--- src/rtl/serv_mtimer.sv ---
// serv_mtimer: RISC-V machine timer (64-bit mtime/mtimecmp driving o_mtip) behind a Wishbone classic slave.
// Define SERV_MTIMER_PRESCALE_EN to build the tick prescaler register at address 4.
module serv_mtimer #(
  parameter int          PRESCALE_W = 16,
  parameter logic [63:0] CMP_RESET  = 64'hFFFF_FFFF_FFFF_FFFF
) (
  input  logic        i_clk,
  input  logic        i_rst_n,
  input  logic        i_wb_cyc,
  input  logic        i_wb_we,
  input  logic [2:0]  i_wb_adr,
  input  logic [31:0] i_wb_dat,
  output logic [31:0] o_wb_rdt,
  output logic        o_wb_ack,
  output logic        o_mtip
);

  localparam logic [2:0]  ADR_MTIME_LO = 3'd0;
  localparam logic [2:0]  ADR_MTIME_HI = 3'd1;
  localparam logic [2:0]  ADR_CMP_LO   = 3'd2;
  localparam logic [2:0]  ADR_CMP_HI   = 3'd3;
  localparam logic [2:0]  ADR_PRESCALE = 3'd4;
  localparam logic [63:0] MTIME_ONE    = 64'd1;

  if (PRESCALE_W < 1 || PRESCALE_W > 32) begin : g_bad_prescale_w
    $error("serv_mtimer: PRESCALE_W must be in 1..32");
  end

  logic [63:0] mtime_q, mtime_d;
  logic [63:0] cmp_q, cmp_d;
  logic [31:0] shadow_q, shadow_d;
  logic [31:0] rdt_q, rdt_d;
  logic        ack_q, ack_d;
  logic        mtip_q, mtip_d;

  logic        bus_acc;
  logic        bus_wr;
  logic        bus_rd;
  logic        tick;

  // An access is taken only on the edge that raises ack, so a held cyc
  // commits once per ack and back-to-back requests alternate.
  assign bus_acc = i_wb_cyc & ~ack_q;
  assign bus_wr  = bus_acc & i_wb_we;
  assign bus_rd  = bus_acc & ~i_wb_we;

`ifdef SERV_MTIMER_PRESCALE_EN
  localparam logic [PRESCALE_W-1:0] PRESC_ONE = 1;

  logic [PRESCALE_W-1:0] prescale_q, prescale_d;
  logic [PRESCALE_W-1:0] presc_cnt_q, presc_cnt_d;
  logic [31:0]           prescale_rdt;

  always_comb begin
    tick        = (presc_cnt_q == prescale_q);
    presc_cnt_d = tick ? '0 : presc_cnt_q + PRESC_ONE;
    prescale_d  = prescale_q;
    if (bus_wr && (i_wb_adr == ADR_PRESCALE)) begin
      prescale_d  = i_wb_dat[PRESCALE_W-1:0];
      presc_cnt_d = '0;
    end
    prescale_rdt                   = '0;
    prescale_rdt[PRESCALE_W-1:0]   = prescale_q;
  end

  always_ff @(posedge i_clk or negedge i_rst_n) begin
    if (!i_rst_n) begin
      prescale_q  <= '0;
      presc_cnt_q <= '0;
    end else begin
      prescale_q  <= prescale_d;
      presc_cnt_q <= presc_cnt_d;
    end
  end
`else
  assign tick = 1'b1;
`endif

  // A bus write to either mtime half wins over the tick and suppresses the carry.
  always_comb begin
    mtime_d = mtime_q;
    if (bus_wr && (i_wb_adr == ADR_MTIME_LO)) begin
      mtime_d = {mtime_q[63:32], i_wb_dat};
    end else if (bus_wr && (i_wb_adr == ADR_MTIME_HI)) begin
      mtime_d = {i_wb_dat, mtime_q[31:0]};
    end else if (tick) begin
      mtime_d = mtime_q + MTIME_ONE;
    end
  end

  always_comb begin
    cmp_d = cmp_q;
    if (bus_wr && (i_wb_adr == ADR_CMP_LO)) begin
      cmp_d[31:0] = i_wb_dat;
    end
    if (bus_wr && (i_wb_adr == ADR_CMP_HI)) begin
      cmp_d[63:32] = i_wb_dat;
    end
  end

  // Reading the low word latches the high word so a lo-then-hi pair is coherent.
  always_comb begin
    shadow_d = shadow_q;
    if (bus_rd && (i_wb_adr == ADR_MTIME_LO)) begin
      shadow_d = mtime_q[63:32];
    end
  end

  always_comb begin
    rdt_d = '0;
    if (bus_rd) begin
      case (i_wb_adr)
        ADR_MTIME_LO: rdt_d = mtime_q[31:0];
        ADR_MTIME_HI: rdt_d = shadow_q;
        ADR_CMP_LO:   rdt_d = cmp_q[31:0];
        ADR_CMP_HI:   rdt_d = cmp_q[63:32];
`ifdef SERV_MTIMER_PRESCALE_EN
        ADR_PRESCALE: rdt_d = prescale_rdt;
`endif
        default:      rdt_d = '0;
      endcase
    end
  end

  always_comb begin
    ack_d  = bus_acc;
    mtip_d = (mtime_q >= cmp_q);
  end

  always_ff @(posedge i_clk or negedge i_rst_n) begin
    if (!i_rst_n) begin
      mtime_q  <= '0;
      cmp_q    <= CMP_RESET;
      shadow_q <= '0;
      rdt_q    <= '0;
      ack_q    <= 1'b0;
      mtip_q   <= 1'b0;
    end else begin
      mtime_q  <= mtime_d;
      cmp_q    <= cmp_d;
      shadow_q <= shadow_d;
      rdt_q    <= rdt_d;
      ack_q    <= ack_d;
      mtip_q   <= mtip_d;
    end
  end

  assign o_wb_rdt = rdt_q;
  assign o_wb_ack = ack_q;
  assign o_mtip   = mtip_q;

endmodule
--- config.mk ---
export PLATFORM = sky130hd
export DESIGN_NAME = serv_mtimer
export DESIGN_NICKNAME = d
export VERILOG_FILES = /design/src/rtl/serv_mtimer.sv
export SDC_FILE = /design/constraint.sdc
export NUM_CORES = 1
export LEC_CHECK = 0
export BUFFER_PORTS_ARGS = -buffer_cell sky130_fd_sc_hd__buf_2
export CORE_MARGIN = 3
export CORE_UTILIZATION = 45
export CTS_CLUSTER_SIZE = 10
export DETAILED_ROUTE_END_ITERATION = 7
export SETUP_SLACK_MARGIN = 0.1
export SYNTH_ARGS = -nofsm -noshare
export SYNTH_HDL_FRONTEND = slang
export SYNTH_SLANG_ARGS = --single-unit
--- constraint.sdc ---
create_clock -name i_clk -period 2.75 [get_ports i_clk]
set_input_delay 0.55 -clock i_clk [delete_from_list [all_inputs] [get_ports i_clk]]
set_output_delay 0.55 -clock i_clk [all_outputs]
set_load 0.01 [all_outputs]
* Word level (Yosys, flattened, before mapping) *
Cells that the tools add are included.

operators by class
  equality and inequality tests = 4
  reduce and logical (&&, ||, !) cells = 6
  order comparisons = 1
  bitwise operators = 5
  $add $sub $neg = 1
  mux-type cells = 4

operator list
  operator                 number
  $pmux W32 S4             1
  $add A64 B1 Y64 const B  1
  $ge A64 B64 Y1           1
  $mux W32                 2
  $mux W64                 1
  $eq A3 B2 Y1 const B     2
  $logic_and A1 B1 Y1      5
  $and A1 B1 Y1            3
  $eq A3 B1 Y1 const B     1
  $logic_not A3 Y1         1
  $ne A2 B2 Y1 const B     1
  $not A1 Y1               2

word-level totals
  bits in registers = 194
  logic and storage cells = 29
  output and inout bits = 34
  input port bits = 39

* Longest topological paths before layout *
Gate-level depths: netlist (run 1).

  depth after elaboration = 6
  depth in mapped cells = 10
  mapped depth without buffers = 8

* Worst setup path after synthesis (run 1) *
No wires, ideal clock.

  kind = input -> register
  start point = input i_wb_adr[2]
  end point = register mtime_q[52]
  stages on the path = 7
  path buffers = 3
  setup slack = 0.644 ns
  arrival time = 1.987 ns
  path through = clkbuf_1 or3_1 clkbuf_1 nor2_1 buf_2 a21oi_1 o21ba_2

between the ends
  word-level cells in the longest chain between the ends = 3
  elaborated cells on any way between the ends = 5
  classes of those cells = eq/ne: 1; mux: 1; reduce/logical: 3

ends and longest elaborated chain
  element                 RTL line  source
  start: declaration      11        input logic [2:0] i_wb_adr,
  $eq A3 B1 Y1            84        end else if (bus_wr && (i_wb_adr == ADR_MTIME_HI)) begin
  $logic_and A1 B1 Y1     84
  $mux W64                84
  end signal: assignment  139       mtime_q <= mtime_d;
  end: declaration        29        logic [63:0] mtime_q, mtime_d;

Parallel ways exist; a longest one is shown, timed or not. The select of a mux whose other input is x is not followed.
A chain may end at the register's enable or synchronous reset.

* Worst setup path after layout (run 1) *
  start point = register cmp_q[14]
  end point = register mtip_q, in the netlist o_mtip

between the ends
  word-level cells in the longest chain between the ends = 1

ends and longest elaborated chain
  element                   RTL line  source
  start: declaration        30        logic [63:0] cmp_q, cmp_d;
  start signal: assignment  140       cmp_q <= cmp_d;
  $ge A64 B64 Y1            127       mtip_d = (mtime_q >= cmp_q);
  named net mtip_d          34        logic mtip_q, mtip_d;
  end signal: assignment    144       mtip_q <= mtip_d;
  end: declaration          34

The timed path passes the listed nets, and every way through them passes these cells.

==> reports/qor.yml, run 1 <==
power:
  powerDensity_nw_per_um2: 774
  power.clock.fraction: 0.263
  p_int_mw: 6.25
  switchingPower_mw: 3.32
  peakVddDrop_mv: 0.337
  pwr-share-comb: 0.289
  switching_share: 0.347
  power_frac_seq: 0.448
  leakagePower_nw: 5.34
die:
  placementRows: 56
  io_pins: 73
  dieArea_um2: 25900
  fp.dieH_um: 161
  coreArea_um2: 23500
  die_w_um: 161
  start_util: 0.460
layout:
  diodes: 0
  finalNonFillerCells: 1557
  final_nets: 1330
  drive_gt1_frac: 0.230
  area_growth_syn_to_layout_pct: 14.2
synth:
  ys_ff_latch: 194
  syn_nets: 1261
  syn-instance-count: 1157
  ys_warn_count: 0
  synth_edf_count: 0
  synth_ff_type: "dfrtp_1"
  synth.area.top_cells: "dfrtp_1 (30%), dfstp_2 (16%), ha_1 (7.5%)"
  syn_area_per_cell_um2: 9.35
  ys_async_sr_fraction: 1.00
  yosys.area.top_type_share: 0.301
  synth_cell_type_count: 67
  syn_area_um2: 10800
  yosysSeqAreaShare: 0.456
  yosys.area.top_type: "dfrtp_1"
timing:
  maxSlewViolCount: 0
  fin_crit_sh: 0.919
  tightest_slew_ns: 0.666
  grt_setup_unrepaired: "no"
  timing.slew.headroom: 0.552
  min_period_ns: 2.53
  hold_violations: 0
  timing.fmax_mhz: 396
  skew_ns: 0.00902
  fin_setup_tns_ns: 0
  finalSetupViolations: 0
outcome:
  status: "completed"
run:
  maxCapViolCount: 0
route:
  viasPerCell: 5.92
  first_pass_iters: 5
  drt-total-wl_um: 31700
  final_antenna_net_count: 0
  drt_iter0_drc: 764
  drc: 0
  wl_per_cell_um: 20.4
  vias: 9216
critical_path:
  critPathMaxFanout: 4
  endpoint_kind: "flip-flop"
  crit_type: "flip-flop to flip-flop"
  worstSetupStartpointType: "flip-flop"
  required_ns: 3.10
  timing.rr.end: "o_mtip"
  timing.rr.start: "cmp_q[14]"
  r2r_cells: 8
  worstPathArrival_ns: 2.88
  worst-r2r-setup-slack_ns: 0.22
grt:
  grt_start_max_net_pins: 77
  grt_pass1_vias: 8729
  grt_usage: 0.246
  grt_pass1_wl_um: 50600
  grt-ovfl-total: 0
  antenna_found_initial: 0
cts:
  clk_pin_slew_worst_paths_ns: 0.07
  cts.sink_count: 194
  insertion_delay_ns: 0.43
  cts_tree: "built"
  numCtsBuffers: 17
  htreeDepth: 4
  cts-root-buf: "clkbuf_16"
  clk_path_buf_depth: 2
placed_design:
  gp_congestion: 0.896
  dpl.hpwl_um: 22700
  placed_cells: 1526
  port_buffers: 72
min_path:
  hp-class: "input port to asynchronous set/reset pin"
-- cell families after synthesis --
family / share of synthesized area
AO/OA/AOI/OAI: 0.213
XOR/XNOR: 0.00486
adder cells (fa/ha/maj): 0.0752
buffers and inverters: 0.0540
flip-flops: 0.456
multiplexers: 0.0332
AND/OR/NAND/NOR: 0.164
-- what timing repair did --
action / 4_1_cts / 5_1_grt
resized for setup: 0 / 1
endpoints found under the setup margin: 0 / 1
hold buffers: 0 / 0
setup buffers: 0 / 0
-- layout by cell type, fill, tap and decap left out, drive strengths merged, types with 19 or more instances in the layout --
master	count
clkbuf	24
a21oi	105
and3	19
a22oi	66
mux2	31
nand4	29
dfstp	64
nand3	42
inv	75
nand2	131
nor2	56
ha	65
dfrtp	130
o21ai	102
nor3	21
buf	122
-- cell usage after synthesis, types with 3 or more instances --
cell	n
ha_1	65
a211oi_1	17
dfstp_2	64
nor4_4	3
a22oi_1	66
nor2_1	55
and4_1	6
o32ai_1	7
nand2_1	131
buf_2	12
o211ai_1	3
a221o_1	5
mux2_2	31
o31ai_1	4
nor2b_1	9
and3_1	17
inv_1	74
nand4_1	27
a311oi_1	3
o21a_1	7
dfrtp_1	130
o21ai_0	102
clkbuf_1	51
a31oi_1	6
buf_1	5
o21bai_1	3
nor3b_1	3
and2_1	4
a21o_1	3
xnor2_1	4
o22ai_1	8
or3_1	4
nand3_1	40
nor4_1	9
o221a_2	12
nor3_1	19
a21oi_1	105
-- worst max-delay path by stage --
stage	cells after the start	slack, ns	to	start
after floorplan	7	0.64	mtime_q[52]	i_wb_adr[2]
after global placement	8	0.38	o_mtip	cmp_q[14]
after detailed placement	8	0.25	o_mtip	cmp_q[14]
after CTS	8	0.23	o_mtip	cmp_q[14]
after global routing	8	0.11	o_mtip	cmp_q[13]
final	8	0.22	o_mtip	cmp_q[14]
-- area by class of cell --
class	instances	area, um^2
clock buffer	23	478
clock inverter	8	104
fill	2199	11200
inverter	74	278
multi-input combinational	816	5340
sequential	194	4930
tap	319	399
timing repair buffer	123	827
-- registers in the layout (all words and copies together), names as in the netlist --
signal and count:
cmp_q 64, mtime_q 64, o_mtip 1, o_wb_ack 1
o_wb_rdt 32, shadow_q 32
-- critical path: stages (launching register included) --
cell and delay (ns):
dfstp_2 0.53, inv_1 0.05, ha_1 0.33, nand4_1 0.13, or4_1 0.57, a221oi_1 0.39, a2111o_1 0.18, a31oi_1 0.08
o211ai_1 0.19
-- power by group through the flow --
stage / sequential, mW / clock, mW / combinational, mW
after CTS: 4.27 / 2.57 / 2.75
final: 4.29 / 2.52 / 2.76
after global placement: 4.30 / 0 / 2.69
after global routing: 4.38 / 2.68 / 3.14
after floorplan: 4.16 / 0 / 1.88
after detailed placement: 4.32 / 0 / 2.73
-- per-stage QoR --
stage | util | total power [mW] | hold WS [ns] | setup WS [ns] | instance area, um^2
finish | 0.525 | 9.57 | 0.157 | 0.222 | 12400
global placement | 0.500 | 6.99 | 0.465 | 0.379 | 11800
floorplan | - | 6.03 | 0.254 | 0.644 | 10800
global route | 0.525 | 10.2 | 0.191 | 0.110 | 12400
CTS | 0.525 | 9.59 | 0.177 | 0.230 | 12300
detailed placement | 0.500 | 7.05 | 0.479 | 0.248 | 11800
-- layer usage --
| metal | vias to the layer above | wire length [um] | global-route usage |
|---|---|---|---|
| met5 | - | 0 | 0 |
| met3 | 25 | 2020 | 0.0508 |
| met4 | 0 | 350 | 0.0493 |
| met2 | 285 | 14600 | 0.384 |
| li1 | 4358 | - | - |
| met1 | 4548 | 14800 | 0.359 |
Note: power is estimated with default switching activity, not from simulation.
==> run 2: changes to the inputs <==
--- a/config.mk
+++ b/config.mk
@@ -6,6 +6,7 @@
 export NUM_CORES = 1
 export LEC_CHECK = 0
 export BUFFER_PORTS_ARGS = -buffer_cell sky130_fd_sc_hd__buf_2
+export CORE_ASPECT_RATIO = 2
 export CORE_MARGIN = 3
 export CORE_UTILIZATION = 45
 export CTS_CLUSTER_SIZE = 10
==> run 2 against run 1 <==
Worst hold slack got worse by 0.054 ns. Critical endpoint unchanged. Critical path type unchanged. Largest cell class unchanged. Power increased by 1.1%. Global-route usage grew 3.4 points. Die area up 0.44%. Via count up 2.7%. Sequential share of layout area shrank 0.065 points. Non-clock buffer count up 13. Flip-flop and latch count stayed put.
==> reports/qor.yml, run 2 (synthesis results as in run 1) <==
critical_path:
  timing.rr.start: "cmp_q[11]"
  crit_start: "cmp_q[11]"
  worstPathArrival_ns: 2.94
  worst-r2r-setup-slack_ns: 0.18
  r2r_cells: 8
  worstSetupStartpointType: "flip-flop"
  critPathMaxFanout: 3
  endpoint_kind: "flip-flop"
  crit_type: "flip-flop to flip-flop"
  timing.rr.end: "o_mtip"
  required_ns: 3.12
power:
  powerDensity_nw_per_um2: 782
  leakagePower_nw: 5.39
  peakVddDrop_mv: 0.582
cts:
  cts.sink_count: 194
  cts-root-buf: "clkbuf_16"
  clk_pin_slew_worst_paths_ns: 0.07
  cts_tree: "built"
  clk_path_buf_depth: 2
  htreeDepth: 4
  numCtsBuffers: 17
  insertion_delay_ns: 0.46
route:
  first_pass_iters: 5
  vias: 9466
  drt_iter0_drc: 592
  wl_per_cell_um: 22.7
  drc: 0
  drt-total-wl_um: 34900
  viasPerCell: 6.17
  final_antenna_net_count: 0
layout:
  top_regs: "cmp_q x64, mtime_q x64"
  area_growth_syn_to_layout_pct: 14.4
  stdcell_area_um2: 12400
  drive_gt1_frac: 0.237
  final_cell_mix: "nand2_1 (131), dfrtp_1 (130), a21oi_1 (105)"
  diodes: 0
  final_nets: 1343
  final_common_cell: "nand2_1"
  utilization: 0.528
grt:
  grt-ovfl-total: 0
  grt_usage: 0.280
  antenna_found_initial: 0
  grt_pass1_vias: 9779
  grt_pass1_wl_um: 54900
  grt_start_max_net_pins: 68
timing:
  fin_crit_sh: 0.936
  whs_ns: 0.103
  hold_violations: 0
  timing.slew.headroom: 0.558
  timing.fmax_mhz: 389
  fin_ws_ns: 0.177
  maxSlewViolCount: 0
  min_period_ns: 2.57
  grt_setup_unrepaired: "no"
  finalSetupViolations: 0
  tightest_slew_ns: 0.656
  skew_ns: 0.0122
min_path:
  hp-class: "input port to asynchronous set/reset pin"
die:
  coreArea_um2: 23400
  fp.dieH_um: 225
  io_pins: 73
  start_util: 0.462
  dieArea_um2: 26100
  die_w_um: 116
  placementRows: 79
placed_design:
  port_buffers: 72
  placed_area_um2: 11800
  dpl.hpwl_um: 25800
  gp_congestion: 0.900
  place_ws_ns: -0.238
outcome:
  status: "completed"
run:
  maxCapViolCount: 0
[run 2: cell count changes in the layout (fill, tap and decap cells not counted), sizes merged]
cell / delta
buf: +13
clkbuf: +1
inv: -1
[run 2: repair_timing]
| action | 4_1_cts | 5_1_grt |
|---|---|---|
| setup buffers | 0 | 0 |
| hold buffers | 0 | 0 |
| setup endpoints to repair | 1 | 1 |
| gates resized for setup | 3 | 0 |
| pin swaps | 0 | 3 |
[run 2: layout make-up]
class	instances	area, um^2
Sequential cell	194	4930
Fill cell	2188	11100
Clock inverter	7	87.6
Tap cell	283	354
Multi-Input combinational cell	816	5350
Inverter	74	278
Clock buffer	24	472
Timing Repair Buffer	136	900
[run 2: critical path: stages (launching register included)]
cell and delay (ns):
dfstp_2 0.53, inv_1 0.06, ha_1 0.32, nand4_1 0.18, or4_4 0.59, a221oi_4 0.32
a2111o_1 0.20, a31oi_1 0.10, o211ai_1 0.19
[run 2: routing by layer]
metal / part of all wire / up-vias / GRT usage
met5: 0 / - / 0
met4: 0.063 / 0 / 0.160
met3: 0.035 / 122 / 0.0443
met2: 0.55 / 274 / 0.517
met1: 0.36 / 4678 / 0.293
li1: - / 4392 / -
[run 2: stage by stage]
| step | total power, mW | TNS (ns) | instances |
|---|---|---|---|
| finish | 9.68 | 0 | 1534 |
| floorplan | 6.03 | 0 | 1157 |
| detailed placement | 7.21 | -0.238 | 1503 |
| CTS | 9.73 | 0 | 1534 |
| global route | 10.3 | 0 | 1534 |
| global placement | 7.14 | -0.236 | 1503 |
[run 2: power breakdown]
group          internal [mW]  leakage [nW]  switching, mW
Clock                   1.38         0.274           1.09
Combinational           1.23          2.91           1.73
Sequential              3.68          2.20          0.569
Total                   6.29          5.39           3.39
[run 2: worst max path at each step]
stage | endpoint | slack, ns | cells past startpoint
after floorplan | mtime_q[52] | 0.64 | 7
final | o_mtip | 0.18 | 8
after global placement | o_mtip | -0.24 | 8
after detailed placement | o_mtip | -0.24 | 8
after CTS | o_mtip | 0.12 | 8
after global routing | o_mtip | 0.11 | 8
==> run 3: changes to the inputs <==
--- a/config.mk
+++ b/config.mk
@@ -11,6 +11,7 @@
 export CORE_UTILIZATION = 45
 export CTS_CLUSTER_SIZE = 10
 export DETAILED_ROUTE_END_ITERATION = 7
+export PLACE_DENSITY = 0.61
 export SETUP_SLACK_MARGIN = 0.1
 export SYNTH_ARGS = -nofsm -noshare
 export SYNTH_HDL_FRONTEND = slang
==> run 3 against run 2 <==
First-iteration DRC count is 16% higher. Cell count is 0.46% higher. Worst hold slack worse by 0.012 ns. Clock power is 15% higher. Largest power group unchanged. Die area stayed put. Via count is 0.36% higher. Flip-flop and latch count stayed put.
==> reports/qor.yml, run 3 (synthesis results as in run 1) <==
route:
  first_pass_iters: 5
  drc: 0
  final_antenna_net_count: 0
  vias: 9500
  wl_per_cell_um: 22.9
  drt-total-wl_um: 35200
  drt_iter0_drc: 688
  viasPerCell: 6.16
critical_path:
  endpoint_kind: "flip-flop"
  cpMaxStageDelayCell: "nor4_1"
  crit_type: "flip-flop to flip-flop"
  critPathMaxFanout: 12
  worstPathArrival_ns: 2.84
  required_ns: 3.10
  slowest_delay_ns: 0.61
  cp_cell_sequence: "and3_4 > and4_1 > nand4_4 > nor4_1 > a31oi_1 > o21a_1"
  worstSetupStartpointType: "flip-flop"
grt:
  grt-ovfl-total: 0
  grt_pass1_vias: 9753
  grt_usage: 0.278
  grt_pass1_wl_um: 54600
  grt_start_max_net_pins: 72
  antenna_found_initial: 0
layout:
  final_nets: 1350
  final_cell_mix: "nand2_1 (131), dfrtp_1 (130), a21oi_1 (105)"
  drive_gt1_frac: 0.243
  final_common_cell: "nand2_1"
  stdcell_area_um2: 12500
  finalNonFillerCells: 1541
  regArea_um2: 4930
  diodes: 0
  multi_input_area_um2: 5340
  num-fill-cells: 2136
  top_regs: "cmp_q x64, mtime_q x64"
  area_growth_syn_to_layout_pct: 15.5
die:
  start_util: 0.462
  coreArea_um2: 23400
  dieArea_um2: 26100
  die_w_um: 116
  placementRows: 79
  fp.dieH_um: 225
  io_pins: 73
min_path:
  hp-class: "input port to asynchronous set/reset pin"
cts:
  insertion_delay_ns: 0.46
  cts-root-buf: "clkbuf_16"
  clk_path_buf_depth: 2
  numCtsBuffers: 17
  cts.sink_count: 194
  cts_tree: "built"
  htreeDepth: 4
  clk_pin_slew_worst_paths_ns: 0.07
timing:
  fin_crit_sh: 0.905
  grt_setup_unrepaired: "no"
  timing.slew.headroom: 0.560
  fin_setup_tns_ns: 0
  timing.fmax_mhz: 402
  skew_ns: 0.0102
  hold_violations: 0
  tightest_slew_ns: 0.655
  fin_ws_ns: 0.262
  min_period_ns: 2.49
  maxSlewViolCount: 0
  finalSetupViolations: 0
power:
  switchingPower_mw: 3.45
  switching_share: 0.341
  peakVddDrop_mv: 0.438
  powerDensity_nw_per_um2: 808
  leakagePower_nw: 5.46
  power.clock.fraction: 0.281
  p_int_mw: 6.65
  power_frac_seq: 0.420
  pwr-share-comb: 0.299
placed_design:
  port_buffers: 72
  dpl.hpwl_um: 25800
  gp_congestion: 0.953
  place_ws_ns: 0.201
  placed_cells: 1510
  placed_area_um2: 11800
run:
  maxCapViolCount: 0
outcome:
  status: "completed"
==> run 3: changes by cell type in the layout (fill, tap and decap cells not counted), sizes merged <==
cell / previous run / this run
clkinvlp: 1 / 0
clkbuf: 25 / 21
bufinv: 2 / 6
buf: 135 / 142
clkinv: 4 / 5
==> run 3: final timing paths <==
| check | end | cells past startpoint | slack (ns) | from |
|---|---|---|---|---|
| setup reg to reg | mtime_q[61] | 6 | 0.26 | mtime_q[15] |
| max in group asynchronous | cmp_q[57] | 2 | 1.79 | i_rst_n |
| min in group i_clk | cmp_q[28] | 3 | 0.34 | i_wb_dat[28] |
| hold reg to reg | shadow_q[4] | 2 | 0.49 | shadow_q[4] |
| setup / recovery | mtime_q[61] | 6 | 0.26 | mtime_q[15] |
| hold / removal | o_wb_rdt[11] | 1 | 0.09 | i_rst_n |
==> run 3: cell type report <==
class,count,share of cell area
Inverter,74,0.0222
Tap cell,283,0.0283
Timing Repair Buffer,143,0.0752
Clock buffer,20,0.0357
Multi-Input combinational cell,816,0.427
Clock inverter,11,0.0167
Sequential cell,194,0.395
==> run 3: metal layers <==
metal	track usage	share of wire	vias up	routed length, um
met2	0.511	0.55	344	19300
met1	0.292	0.35	4651	12500
met4	0.154	0.058	0	2040
li1	-	-	4397	-
met5	0	0	-	0
met3	0.0505	0.042	108	1460
==> run 3: power groups by stage <==
stage                     registers, mW  logic, mW  clock network [mW]
final                              4.24       3.02                2.84
after global routing               4.33       3.38                2.98
after CTS                          4.24       3.01                2.89
after detailed placement           4.28       2.99                   0
after global placement             4.26       2.94                   0
after floorplan                    4.16       1.88                   0
==> run 3: repair_timing <==
| action | in CTS | in global routing |
|---|---|---|
| gates resized for setup | 0 | 1 |
| endpoints found under the setup margin | 0 | 1 |
| hold buffers | 0 | 0 |
| setup buffers | 0 | 0 |
==> run 3: through the flow <==
stage	util	hold slack (ns)	power [mW]
floorplan	-	0.254	6.03
global placement	0.505	0.467	7.20
detailed placement	0.505	0.471	7.27
CTS	0.533	0.120	10.1
global route	0.533	0.143	10.7
finish	0.533	0.0907	10.1
==> run 3: worst max-delay path: cells and delay by family (launching register included) <==
family          cells  cell delay, ns
simple gates        4            1.59
compound gates      2            0.30
flops               1            0.50
